==> src/rtl/cpu_control.sv <==
// cpu_control: instruction sequencer and 8x16 register file driving a multi-cycle arithmetic unit
module cpu_control #(
  parameter int ALU_TIMEOUT = 15
) (
  input  logic        clk,
  input  logic        rst_n,
  input  logic [15:0] instr,
  input  logic        instr_valid,
  output logic        instr_ready,
  output logic [2:0]  alu_op_code,
  output logic [15:0] alu_src1,
  output logic [15:0] alu_src2,
  input  logic [15:0] alu_result,
  input  logic        alu_done,
  output logic        wb_valid,
  output logic [2:0]  wb_addr,
  output logic [15:0] wb_data,
  output logic [15:0] disp_value,
  output logic        disp_valid,
  output logic        error
);
  localparam int CW = $clog2(ALU_TIMEOUT + 1);
  typedef enum logic [1:0] {IDLE, DECODE, WAIT} state_t;
  state_t        state_q, state_d;
  logic [15:0]   instr_q, instr_d;
  logic [15:0]   regs_q [8];
  logic [15:0]   regs_d [8];
  logic [CW-1:0] cnt_q, cnt_d;
  logic [2:0]    alu_op_code_q, alu_op_code_d;
  logic [15:0]   alu_src1_q, alu_src1_d;
  logic [15:0]   alu_src2_q, alu_src2_d;
  logic          wb_valid_q, wb_valid_d;
  logic [2:0]    wb_addr_q, wb_addr_d;
  logic [15:0]   wb_data_q, wb_data_d;
  logic [15:0]   disp_value_q, disp_value_d;
  logic          disp_valid_q, disp_valid_d;
  logic          error_q, error_d;
  logic [2:0]    op, rd, rs1, rs2;
  logic [6:0]    imm7;
  assign op          = instr_q[15:13];
  assign rd          = instr_q[12:10];
  assign rs1         = instr_q[9:7];
  assign rs2         = instr_q[6:4];
  assign imm7        = instr_q[6:0];
  assign instr_ready = state_q == IDLE;
  assign alu_op_code = alu_op_code_q;
  assign alu_src1    = alu_src1_q;
  assign alu_src2    = alu_src2_q;
  assign wb_valid    = wb_valid_q;
  assign wb_addr     = wb_addr_q;
  assign wb_data     = wb_data_q;
  assign disp_value  = disp_value_q;
  assign disp_valid  = disp_valid_q;
  assign error       = error_q;
  // next-state: accept, decode/execute, and wait for the arithmetic unit with timeout
  always_comb begin
    state_d       = state_q;
    instr_d       = instr_q;
    regs_d        = regs_q;
    cnt_d         = cnt_q;
    alu_op_code_d = alu_op_code_q;
    alu_src1_d    = alu_src1_q;
    alu_src2_d    = alu_src2_q;
    wb_valid_d    = 1'b0;
    wb_addr_d     = wb_addr_q;
    wb_data_d     = wb_data_q;
    disp_value_d  = disp_value_q;
    disp_valid_d  = 1'b0;
    error_d       = error_q;
    case (state_q)
      IDLE: if (instr_valid) begin
        instr_d = instr;
        state_d = DECODE;
      end
      DECODE: begin
        state_d = IDLE;
        case (op)
          3'b000: begin
            regs_d[rd] = {6'b0, instr_q[9:0]};
            wb_valid_d = 1'b1;
            wb_addr_d  = rd;
            wb_data_d  = {6'b0, instr_q[9:0]};
          end
          3'b110: for (int i = 0; i < 8; i++) regs_d[i] = '0;
          3'b111: begin
            disp_value_d = regs_q[rd];
            disp_valid_d = 1'b1;
          end
          default: begin
            alu_op_code_d = op;
            alu_src1_d    = regs_q[rs1];
            alu_src2_d    = (op == 3'b010 || op == 3'b100) ? {9'b0, imm7} : regs_q[rs2];
            cnt_d         = '0;
            state_d       = WAIT;
          end
        endcase
      end
      WAIT: begin
        cnt_d = cnt_q + 1'b1;
        if (alu_done) begin
          regs_d[rd]    = alu_result;
          wb_valid_d    = 1'b1;
          wb_addr_d     = rd;
          wb_data_d     = alu_result;
          alu_op_code_d = 3'b000;
          state_d       = IDLE;
        end else if (cnt_q == CW'(ALU_TIMEOUT - 1)) begin
          error_d       = 1'b1;
          alu_op_code_d = 3'b000;
          state_d       = IDLE;
        end
      end
      default: state_d = IDLE;
    endcase
  end
  // state and datapath registers with synchronous active-low reset
  always_ff @(posedge clk) begin
    if (!rst_n) begin
      state_q       <= IDLE;
      instr_q       <= '0;
      regs_q        <= '{default: '0};
      cnt_q         <= '0;
      alu_op_code_q <= '0;
      alu_src1_q    <= '0;
      alu_src2_q    <= '0;
      wb_valid_q    <= 1'b0;
      wb_addr_q     <= '0;
      wb_data_q     <= '0;
      disp_value_q  <= '0;
      disp_valid_q  <= 1'b0;
      error_q       <= 1'b0;
    end else begin
      state_q       <= state_d;
      instr_q       <= instr_d;
      regs_q        <= regs_d;
      cnt_q         <= cnt_d;
      alu_op_code_q <= alu_op_code_d;
      alu_src1_q    <= alu_src1_d;
      alu_src2_q    <= alu_src2_d;
      wb_valid_q    <= wb_valid_d;
      wb_addr_q     <= wb_addr_d;
      wb_data_q     <= wb_data_d;
      disp_value_q  <= disp_value_d;
      disp_valid_q  <= disp_valid_d;
      error_q       <= error_d;
    end
  end
endmodule

==> config.mk <==
export PLATFORM = sky130hd
export DESIGN_NAME = cpu_control
export DESIGN_NICKNAME = d
export VERILOG_FILES = /design/src/rtl/cpu_control.sv
export SDC_FILE = /design/constraint.sdc
export NUM_CORES = 1
export LEC_CHECK = 0
export CAP_MARGIN = 0
export CORE_ASPECT_RATIO = 1.75
export CORE_UTILIZATION = 31
export DETAILED_ROUTE_END_ITERATION = 10
export GPL_TIMING_DRIVEN = 0
export PLACE_DENSITY = 0.49
export SLEW_MARGIN = 20
export SYNTH_ARGS = -nofsm -noshare
export SYNTH_HDL_FRONTEND = slang
export SYNTH_SLANG_ARGS = --single-unit
==> constraint.sdc <==
create_clock -name clk -period 2.93 [get_ports clk]
set_input_delay 0.586 -clock clk [delete_from_list [all_inputs] [get_ports clk]]
set_output_delay 0.586 -clock clk [all_outputs]
set_load 0.02 [all_outputs]
## Word level (Yosys, flattened, before mapping)

Index checks and enable logic that the tools add are counted.

| word-level totals | value |
|---|---|
| bits in registers | 223 |
| logic and storage cells | 97 |
| bits of input ports | 36 |
| output and inout port bits | 74 |

| operators by class | value |
|---|---|
| equal/unequal tests | 13 |
| multiplexer cells | 38 |
| bitwise logic cells | 5 |
| $lt $le $gt $ge | 4 |
| add/subtract/negate cells | 1 |
| reduce and logical (&&, ||, !) cells | 16 |

Operator list:

| operator | count |
|---|---|
| $pmux W128 S2 | 2 |
| $bwmux W128 | 2 |
| $mux W16 | 10 |
| $bmux W16 S3 | 3 |
| $mux W128 | 1 |
| $demux W16 S3 | 1 |
| $pmux W16 S2 | 1 |
| $mux W3 | 5 |
| $ge A4 B4 Y1 const B | 3 |
| $not A3 Y4 | 3 |
| $pmux W3 S2 | 2 |
| $reduce_and A2 Y1 | 6 |
| $reduce_and A3 Y1 | 4 |
| $eq A3 B3 Y1 const B | 3 |
| $mux W2 | 4 |
| $pmux W4 S2 | 1 |
| $ne A2 B2 Y1 const B | 3 |
| $pmux W2 S3 | 1 |
| $add A4 B1 Y4 const B | 1 |
| $eq A4 B4 Y1 const B | 1 |
| $lt A4 B1 Y1 const B | 1 |
| $mux W4 | 1 |
| $eq A3 B2 Y1 const B | 1 |
| $logic_not A3 Y1 | 1 |
| 13 further kinds | 16 |

## Longest topological paths before layout

| depth | value |
|---|---|
| depth after elaboration | 8 |
| depth in mapped cells | 9 |

## Worst setup path after synthesis

Ideal clock, no wire load.

| path | value |
|---|---|
| kind | flip-flop to flip-flop |
| start point | register state_q[0] |
| end point | register regs_q[65] (netlist bit) |
| data arrival time | 1.865 ns |
| cell stages (with the launch flop) | 9 |
| setup slack | 1.006 ns |
| path through | dfxtp_1 > inv_1 > ha_1 > nand2b_1 > and2_1 > clkbuf_2 > clkbuf_1 > nand3_1 > a2bb2o_1 |

| on the way | value |
|---|---|
| cells in the longest elaborated chain, start to end | 3 |
| elaborated cells between the ends (all ways) | 7 |

Ends and longest elaborated chain:

| item | RTL line | text |
|---|---|---|
| start: declaration | 24 | `state_t state_q, state_d;` |
| start signal: assignment | 133 | `state_q <= state_d;` |
| $eq A2 B1 Y1 or $eq A2 B2 Y1 (tied branches) | 70 | `case (state_q)` |
| $ne A3 B1 Y1 (no line), or another cell as far along | - |  |
| $reduce_and A3 Y1 (no line) | - |  |
| end signal: assignment | 135 | `regs_q <= regs_d;` |
| end: declaration | 26 | `logic [15:0] regs_q [8];` |

Parallel ways exist; a longest one is shown, timed or not.
A chain may end at the register's enable or synchronous reset.

## Worst setup path in the final report

| path | value |
|---|---|
| start point | register state_q[0] |
| end point | register regs_q[9] (netlist bit) |

The elaborated chain is that of the path after synthesis.

==> summary.txt <==
Status
  – Outcome: finished clean

Route
  – Drt total wl: around 48,000 um
  – Vias per cell: 6.06
  – TritonRoute pass-1 iters: 5
  – WL/cell: 29.1 um
  – Via count: 9,911
  – Initial DRC Count: 943
  – Final routed DRC violation total: 0
  – Post-route ant nets: 0

Worst setup path
  – WS Path Type: reg2reg
  – CP startpoint kind: flop
  – Worst setup EP type: flop
  – Crit-path slowest cell: a31oi_2
  – Worst path max stage delay: just over 0.7 ns
  – CP delay by family, top: compound AO/OA/AOI/OAI gates
  – Crit Path Max Fanout: 10
  – Worst EP arrival: 3.36 ns
  – Buf/Inv on CP: 3
  – Crit-path cells: inv_1 -> ha_1 -> nand2b_1 -> and2_1 -> clkbuf_2 -> a31oi_2 -> buf_2 -> o2bb2ai_1
  – Worst Path Required: 3.38 ns

Logic synthesis
  – Post-synthesis cell count: between 1,000 and 1,500
  – Yosys cell types: between 50 and 60
  – Post-synth top area cell: dfxtp_1
  – EDFF count, synth: 0
  – Post-Syn Nets: roughly 1,100
  – Yosys reg bits: 223
  – Syn_area_per_cell: 10.5 sq um
  – Top post-synthesis cells by area: dfxtp_1 (41%), mux4_2 (15%), o2bb2ai_1 (8.3%)
  – Post-Syn Area: roughly 11,000 sq um
  – Top-area cell type share of the netlist area: 41.5%
  – Primary FF master, synth: dfxtp_1
  – Post-synth ARST share: 0%
  – Most frequent cells after synthesis: dfxtp_1 (223), nand2_1 (112), o2bb2ai_1 (102)
  – Sequential fraction of the synthesis area: 41.5%
  – Most frequent cell after synthesis: dfxtp_1
  – Synth Warn #: 0

Clock tree
  – TritonCTS clock tree: built
  – Root Driver: clkbuf_16
  – Setup repair bufs after CTS: 0
  – Clock Sinks: 223
  – CTS HTree Levels: 1
  – CTS Buf Count: 23
  – CTS Buffer Depth: 3
  – Clock Latency Late Sink: roughly 0.55 ns
  – Hold-fix buffers at CTS: 0
  – Reg clk slew, reported paths: ~0.07 ns

STA
  – Unrepaired setup endpoints after global routing: false
  – Worst-Margin Slew: 1.16 ns
  – Post-route clock period utilization: 99.0%
  – Skew final: 0.0176 ns
  – Final setup fails: 0
  – Final Hold Fails: 0
  – Rel. slew slack: about 22%
  – Setup ws final: 0.0284 ns
  – Max Slew Vio Count: 0
  – Crit path time final: 2.90 ns
  – FMAX: 0.345 GHz

Finish
  – Area growth syn-to-layout: 23.1%
  – Final core occ: 39.0%
  – # fillers: around 3,400
  – N_diodes: 0
  – Final Instance Count excl. Fillers: between 1,500 and 2,000
  – Register area: 4460 sq um
  – Layout cells sized above 1: 14.6%
  – Area taken by multi-input logic gates: 5830 sq um
  – Nets: 1,206

Placement
  – Port Buffers: ~110
  – Cells after DPL: 1,594
  – Place WS: -0.323 ns
  – Final HPWL DP: approximately 34,000 um
  – GPL Wtd Cong: 0.949

Global routing
  – Global route overflow: 0
  – Vias in the first global route: between 9,000 and 10,000
  – Initial antenna violation count: 0
  – Gr usage total: 27.0%
  – Largest net degree at the start of global routing: 15
  – First-pass GRT wire length: 68,400 um

Job
  – Maximum Capacitance Violations: 0

Pwr
  – Static leakage: 4.34 nW
  – Worst VDD drop: 0.370 mV
  – Cell Pwr Density: 579 nW/um^2
  – Total power: approximately 7.7 mW

Die
  – Row cnt: 89
  – Area of the core: 34,000 sq um
  – Area of the die: 35,500 sq um
  – Die span in y: 249 um
  – IO Pins: 110
  – Initial Utilization: 31.7%
  – Die Wd: 143 um

Min path
  – Worst Hold Class: reg2reg
per-layer routing:
layer	wire length [um]	share of wire, %	GRT usage [%]
met5	0	0	0
met4	3750	7.9	19.8
met3	2680	5.6	3.02
met2	24000	50	47.0
met1	17100	36	29.8
placed cells by master, fill, tap and decap left out, types with 8 or more instances in the layout:
cell	synthesis	final
nand3_1	25	25
clkdlybuf4s50_1	0	109
a311oi_1	10	10
a21oi_1	46	46
inv_1	14	14
nor2b_1	9	9
a31oi_2	6	8
clkbuf_16	0	23
o21ai_0	58	58
a32o_1	48	48
mux2i_1	35	35
dfxtp_1	223	223
nor2_1	33	31
mux4_2	71	71
o31ai_1	12	12
o2bb2ai_1	102	102
nand2b_1	18	18
buf_1	11	11
clkbuf_1	46	47
a31oi_1	28	26
nand2_1	112	112
buf_2	35	35
flip-flops by register name, summed over array words and instances (netlist names), 2 cells and up:
register     flops
regs_q         128
state_q          2
wb_data         16
alu_src2        16
instr_q         16
alu_src1        16
cnt_q            4
wb_addr          3
disp_value      16
alu_op_code      3
worst paths after layout:
kind                     from           to  cells past startpoint  slack, ns
setup reg to reg   state_q[0]    regs_q[9]                      8       0.03
hold reg to reg   wb_data[10]  wb_data[10]                      2       0.46
hold / removal    wb_data[10]  wb_data[10]                      2       0.46
setup / recovery   state_q[0]    regs_q[9]                      8       0.03
tightest hold or removal path: cells and delay by family, from the launching register on:
| family | cells | cell delay [ns] |
|---|---|---|
| flops | 1 | 0.31 |
| simple gates | 1 | 0.05 |
| compound gates | 1 | 0.05 |
what timing repair did:
| action | 4_1_cts | 5_1_grt |
|---|---|---|
| hold endpoints to repair | 0 | 0 |
| endpoints found under the setup margin | 3 | 67 |
| gates resized for setup | 2 | 4 |
| cloned | 0 | 0 |
power breakdown:
group          internal, mW  switching (mW)
Combinational         0.407           0.877
Sequential             3.11          0.0536
Clock                  1.86            1.37
per-stage QoR:
stage,hold WS (ns),TNS (ns),instance area (sq um)
5_1_grt,0.479,0,13200
3_3_place_gp,0.445,-21.57,12400
3_5_place_dp,0.449,-20.45,12400
2_1_floorplan,0.449,0,10800
4_1_cts,0.459,0,13200
6_report,0.457,0,13200
layout make-up:
cell class | instances | area share, %
Clock inverter | 10 | 1.01
Buffer | 98 | 3.27
Sequential cell | 223 | 33.7
Inverter | 17 | 0.482
Timing Repair Buffer | 109 | 8.24
Multi-Input combinational cell | 692 | 44.0
Clock buffer | 31 | 5.02
Tap cell | 455 | 4.30
logic make-up (layout without fill, tap and decap cells):
family / count (synthesis) / after routing / synth area share [%]
AO/OA/AOI/OAI: 349 / 349 / 24.9
buffers and inverters: 115 / 265 / 4.60
AND/OR/NAND/NOR: 224 / 224 / 9.54
flip-flops: 223 / 223 / 41.5
multiplexers: 112 / 112 / 18.7
XOR/XNOR: 1 / 1 / 0.0814
adder cells (fa/ha/maj): 6 / 6 / 0.697
Power figures use the tool's default switching activity.
